## src/rtl/err_frame_pkg.sv

```systemverilog
// ============================================================================
// Module      : err_frame_pkg
// Description : Shared types and constants for the error-count frame serializer.
// Revision    : 1.0 - initial release
// ============================================================================
`default_nettype none

package err_frame_pkg;

    localparam logic [7:0] HDR_DEFAULT = 8'hA5;
    localparam int         HDR_W       = 8;
    localparam int         CSUM_W      = 16;

    typedef enum logic [1:0] {
        ST_IDLE  = 2'd0,
        ST_LOAD  = 2'd1,
        ST_SHIFT = 2'd2,
        ST_DONE  = 2'd3
    } state_t;

    function automatic int frame_len(input int num_ch, input int cnt_w);
        return HDR_W + num_ch * cnt_w + CSUM_W;
    endfunction

endpackage

`default_nettype wire

```

## src/rtl/sync_edge_det.sv

```systemverilog
// ============================================================================
// Module      : sync_edge_det
// Description : Multi-flop synchroniser followed by a one-cycle rising-edge pulse.
// Revision    : 1.0 - initial release
// ============================================================================
`default_nettype none

module sync_edge_det #(
    parameter int SYNC_STAGES = 2
) (
    input  logic clk,
    input  logic rst,
    input  logic async_in,
    output logic rise
);

    logic [SYNC_STAGES-1:0] r_sync;
    logic                   r_prev;

    generate
        if (SYNC_STAGES > 1) begin : g_chain
            always_ff @(posedge clk) begin
                if (rst) r_sync <= '0;
                else     r_sync <= {r_sync[SYNC_STAGES-2:0], async_in};
            end
        end else begin : g_single
            always_ff @(posedge clk) begin
                if (rst) r_sync <= '0;
                else     r_sync <= async_in;
            end
        end
    endgenerate

    always_ff @(posedge clk) begin
        if (rst) r_prev <= 1'b0;
        else     r_prev <= r_sync[SYNC_STAGES-1];
    end

    assign rise = r_sync[SYNC_STAGES-1] & ~r_prev;

endmodule

`default_nettype wire

```

## src/rtl/err_frame_serializer.sv

```systemverilog
// ============================================================================
// Module      : err_frame_serializer
// Description : Snapshots the per-chain error counts and shifts out a framed,
//               checksummed record one bit per Pi data clock.
// Revision    : 1.0 - initial release
// ============================================================================
`default_nettype none

module err_frame_serializer
    import err_frame_pkg::*;
#(
    parameter int         NUM_CH      = 20,
    parameter int         CNT_W       = 12,
    parameter logic [7:0] HDR         = HDR_DEFAULT,
    parameter int         SYNC_STAGES = 2
) (
    input  logic                    CLK,
    input  logic                    RST,
    input  logic                    save_data,
    input  logic                    data_clk,
    input  logic [NUM_CH*CNT_W-1:0] ERR_CNT_BUS,
    output logic                    DATA_OUT,
    output logic                    BUSY,
    output logic                    FRAME_DONE,
    output logic [7:0]              FRAME_CNT
);

    localparam int                 FRAME_LEN = frame_len(NUM_CH, CNT_W);
    localparam int                 IDX_W     = $clog2(FRAME_LEN + 1);
    localparam logic [IDX_W-1:0]   LAST_IDX  = IDX_W'(FRAME_LEN - 1);

    logic                  w_save_pulse;
    logic                  w_dclk_pulse;
    state_t                r_state;
    state_t                w_state_nxt;
    logic                  w_load;
    logic                  w_shift;
    logic                  w_count;
    logic [FRAME_LEN-1:0]  r_shadow;
    logic [FRAME_LEN-1:0]  w_frame;
    logic [CSUM_W-1:0]     w_csum;
    logic [IDX_W-1:0]      r_idx;
    logic [7:0]            r_frame_cnt;

    sync_edge_det #(.SYNC_STAGES(SYNC_STAGES)) u_sync_save (
        .clk      (CLK),
        .rst      (RST),
        .async_in (save_data),
        .rise     (w_save_pulse)
    );

    sync_edge_det #(.SYNC_STAGES(SYNC_STAGES)) u_sync_dclk (
        .clk      (CLK),
        .rst      (RST),
        .async_in (data_clk),
        .rise     (w_dclk_pulse)
    );

    // Frame image: header, channel 0 first, checksum in the low bits.
    always_comb begin
        w_csum  = '0;
        w_frame = '0;
        w_frame[FRAME_LEN-1 -: HDR_W] = HDR;
        for (int k = 0; k < NUM_CH; k++) begin
            w_csum = w_csum + CSUM_W'(ERR_CNT_BUS[k*CNT_W +: CNT_W]);
            w_frame[FRAME_LEN-1-HDR_W-k*CNT_W -: CNT_W] = ERR_CNT_BUS[k*CNT_W +: CNT_W];
        end
        w_frame[CSUM_W-1:0] = w_csum;
    end

    always_ff @(posedge CLK) begin
        if (RST) r_state <= ST_IDLE;
        else     r_state <= w_state_nxt;
    end

    always_comb begin
        w_state_nxt = r_state;
        w_load      = 1'b0;
        w_shift     = 1'b0;
        w_count     = 1'b0;
        DATA_OUT    = 1'b0;
        BUSY        = 1'b0;
        FRAME_DONE  = 1'b0;
        case (r_state)
            ST_IDLE: begin
                if (w_save_pulse) w_state_nxt = ST_LOAD;
            end
            ST_LOAD: begin
                BUSY        = 1'b1;
                w_load      = 1'b1;
                w_state_nxt = ST_SHIFT;
            end
            ST_SHIFT: begin
                BUSY     = 1'b1;
                DATA_OUT = r_shadow[FRAME_LEN-1];
                // A save request aborts the frame and discards any coincident bit clock.
                if (w_save_pulse) begin
                    w_state_nxt = ST_LOAD;
                end else if (w_dclk_pulse) begin
                    w_shift = 1'b1;
                    if (r_idx == LAST_IDX) w_state_nxt = ST_DONE;
                end
            end
            ST_DONE: begin
                FRAME_DONE  = 1'b1;
                w_count     = 1'b1;
                w_state_nxt = ST_IDLE;
            end
            default: w_state_nxt = ST_IDLE;
        endcase
    end

    always_ff @(posedge CLK) begin
        if (RST) begin
            r_shadow    <= '0;
            r_idx       <= '0;
            r_frame_cnt <= 8'd0;
        end else begin
            if (w_load) begin
                r_shadow <= w_frame;
                r_idx    <= '0;
            end else if (w_shift) begin
                r_shadow <= {r_shadow[FRAME_LEN-2:0], 1'b0};
                r_idx    <= r_idx + 1'b1;
            end
            if (w_count) r_frame_cnt <= r_frame_cnt + 8'd1;
        end
    end

    assign FRAME_CNT = r_frame_cnt;

endmodule

`default_nettype wire

```

## config.mk

```make
export PLATFORM = sky130hd
export DESIGN_NAME = err_frame_serializer
export DESIGN_NICKNAME = d
export VERILOG_FILES = /design/src/rtl/err_frame_pkg.sv /design/src/rtl/sync_edge_det.sv /design/src/rtl/err_frame_serializer.sv
export SDC_FILE = /design/constraint.sdc
export NUM_CORES = 1
export LEC_CHECK = 0
export ABC_AREA = 1
export BUFFER_PORTS_ARGS = -buffer_cell sky130_fd_sc_hd__buf_2
export CAP_MARGIN = 40
export CORE_MARGIN = 2
export CORE_UTILIZATION = 39
export CTS_BUF_LIST = sky130_fd_sc_hd__clkbuf_4 sky130_fd_sc_hd__clkbuf_8 sky130_fd_sc_hd__clkbuf_16
export CTS_CLUSTER_SIZE = 30
export DETAILED_ROUTE_END_ITERATION = 12
export PLACE_DENSITY = 0.58
export SYNTH_ARGS = -nofsm -noshare
export SYNTH_HDL_FRONTEND = slang
export SYNTH_HIERARCHICAL = 1
export SYNTH_SLANG_ARGS = --single-unit
```

## constraint.sdc

```tcl
create_clock -name CLK -period 11.6 [get_ports CLK]
set_input_delay 2.32 -clock CLK [delete_from_list [all_inputs] [get_ports CLK]]
set_output_delay 2.32 -clock CLK [all_outputs]
set_load 0.1 [all_outputs]
```

==> metrics <==
gr usage total 0.220; Total Routed Length 52400 um; I/O pin count 255; Die X 218 um; CTS root buf clkbuf_16; Multi-input gate area 10100 um2; vias in the first global route 14900; WP data arrival 7.64 ns; drt drc 0; Rows 78; hpwl dp 39900 um; Via density 5.02; postcts setup bufs 0; fraction of registers with async set/reset 0; synth unique cells 32; GR Overflow Total 0; CTS H-Tree Depth 2; hold buffer count at CTS 0; top_reg_cell synth dfxtp_1; WS Path Type in -> reg; Min Hold Slack 0.400 ns; fraction of final layout cells sized beyond drive strength 1 0.144; Area Overhead vs Synth 17.3%; largest net degree at the start of global routing 90; Max Clock Freq 138 MHz; initial antenna violation count 9; largest cells by area after synthesis dfxtp_1, fa_1, nand2_1; sequential cell area 5790 um2; Synth area leader dfxtp_1; Layout fillers 4509; Buffers on Ports 254; via count 15100; Slew @ Worst Pin 0.711 ns; final net count 2865; worst-path fanout max 5; Initial Util 0.394; setup TNS 0 ns; Synth top cells by count nand2_1, inv_1, dfxtp_1; endpoints failing setup 0; Most common cell on crit path inv_1; unrepaired setup endpoints after global routing no; Clock Latency Late Sink 0.54 ns; WL/cell 17.4 um; slowest cell delay on critical path 0.57 ns; Worst setup EP type flop; post-CTS resize count 0; Mapped Cells 2175; RePlAce Congestion 0.867; Seq cells post-synth 289; Final Slew Violations 0; worst reg2reg path depth 9; CTS tree done; Clock Sinks 289; crit path launch type input port; violation count after the first detailed-route iteration 1281; Net Count, Synth 2669; Ys Warns 6; core region area 45400 um2; Max Cap Viol 0; register area share after synthesis 0.323; CTS max path bufs 3; Clock Skew 0.0202 ns; Pre-Repair DR Iteration Count 6; share of the synthesized area in the top cell type 0.323; Final Hold Fails 0; Mapped Area 17900 um2; Final Cycle Share 0.626; most frequent cell after synthesis nand2_1; slowest stage cell on the critical path fa_1; Hold WC Path Type reg -> reg; Worst Path Required 11.98 ns; EDFF count, synth 0; status finished clean; Post-Syn Area per Cell 8.23 um2; die area 47600 um2; worst rel slew slack 0.526; CTS Buf Count 37; Die Y 218 um; minimum clock period 7.26 ns; DRT antenna net count 0; clock-pin slew on the worst setup and hold paths 0.05 ns; first-pass GRT wire length 81500 um; WHS Path Cells 2
## cells by family (layout without fill, tap and decap cells)
group / after synthesis / count (layout) / share of synthesized area
DFF: 289 / 289 / 0.323
buffers and inverters: 509 / 730 / 0.115
adders and majority gates: 250 / 250 / 0.263
and+or+nand+nor: 691 / 691 / 0.150
AOI/OAI and AO/OA: 430 / 430 / 0.147
xor gates and xnor gates: 6 / 6 / 0.00294
other: 0 / 7 / 0
## registers in the layout, indices dropped and copies added (netlist names)
signal              flops
FRAME_CNT               8
r_idx                   9
r_shadow              264
r_state                 2
u_sync_dclk/r_prev      1
u_sync_dclk/r_sync      2
u_sync_save/r_prev      1
u_sync_save/r_sync      2
## cells in the final DEF, fill, tap and decap left out, types with 2 or more instances in the layout
cell / n
a21oi_1: 162
a22oi_1: 124
a31oi_1: 123
buf_16: 9
buf_2: 253
buf_4: 10
bufinv_16: 4
clkbuf_16: 38
clkbuf_4: 8
clkbuf_8: 9
clkinv_2: 4
dfxtp_1: 289
diode_2: 7
fa_1: 210
ha_1: 39
inv_1: 390
inv_2: 2
nand2_1: 595
nand3_1: 31
nand4_1: 2
nor2_1: 48
nor3_1: 7
nor3b_1: 2
o211ai_1: 2
o21a_1: 2
o21ai_0: 15
xor2_1: 5
## critical path: cells and delay by family
family | cells | cell delay (ns)
buffers and inverters | 10 | 0.64
and+or+nand+nor | 5 | 0.47
AOI/OAI and AO/OA | 2 | 0.30
adders and majority gates | 8 | 3.90
## layout make-up
cell class | count | area share
inverters | 393 | 0.0705
flip-flops and latches | 289 | 0.276
multi-input cells | 1377 | 0.480
clock inverters | 10 | 0.00781
clock buffers | 54 | 0.0534
well taps | 600 | 0.0358
diodes | 7 | 0.000834
repair buffers | 273 | 0.0763
## per-layer routing
layer	vias up	part of all wire	GRT usage
met3	76	0.067	0.0411
met2	476	0.45	0.347
met1	7291	0.45	0.305
li1	7237	-	-
met4	6	0.026	0.0710
met5	-	0.00053	0
## path summary, 6_finish.rpt
kind                            slack, ns               endpoint                   from
worst min-delay path                 0.40  u_sync_save/r_sync[1]  u_sync_save/r_sync[0]
worst max register to register       8.53          r_shadow[127]             r_state[0]
worst max-delay path                 4.34           r_shadow[13]       ERR_CNT_BUS[155]
worst min register to register       0.40  u_sync_save/r_sync[1]  u_sync_save/r_sync[0]
## metrics by stage
stage	setup slack [ns]	area, um2	cells	util
4_1_cts	4.34	21000	2996	0.462
5_1_grt	4.07	21000	2999	0.462
3_3_place_gp	3.73	19400	2923	0.429
2_1_floorplan	4.38	17900	2175	-
6_report	4.34	21000	3003	0.463
3_5_place_dp	3.79	19700	2932	0.434
Power is not shown: default switching activity piles up to over one toggle a cycle in this logic, so the estimate is an artifact.
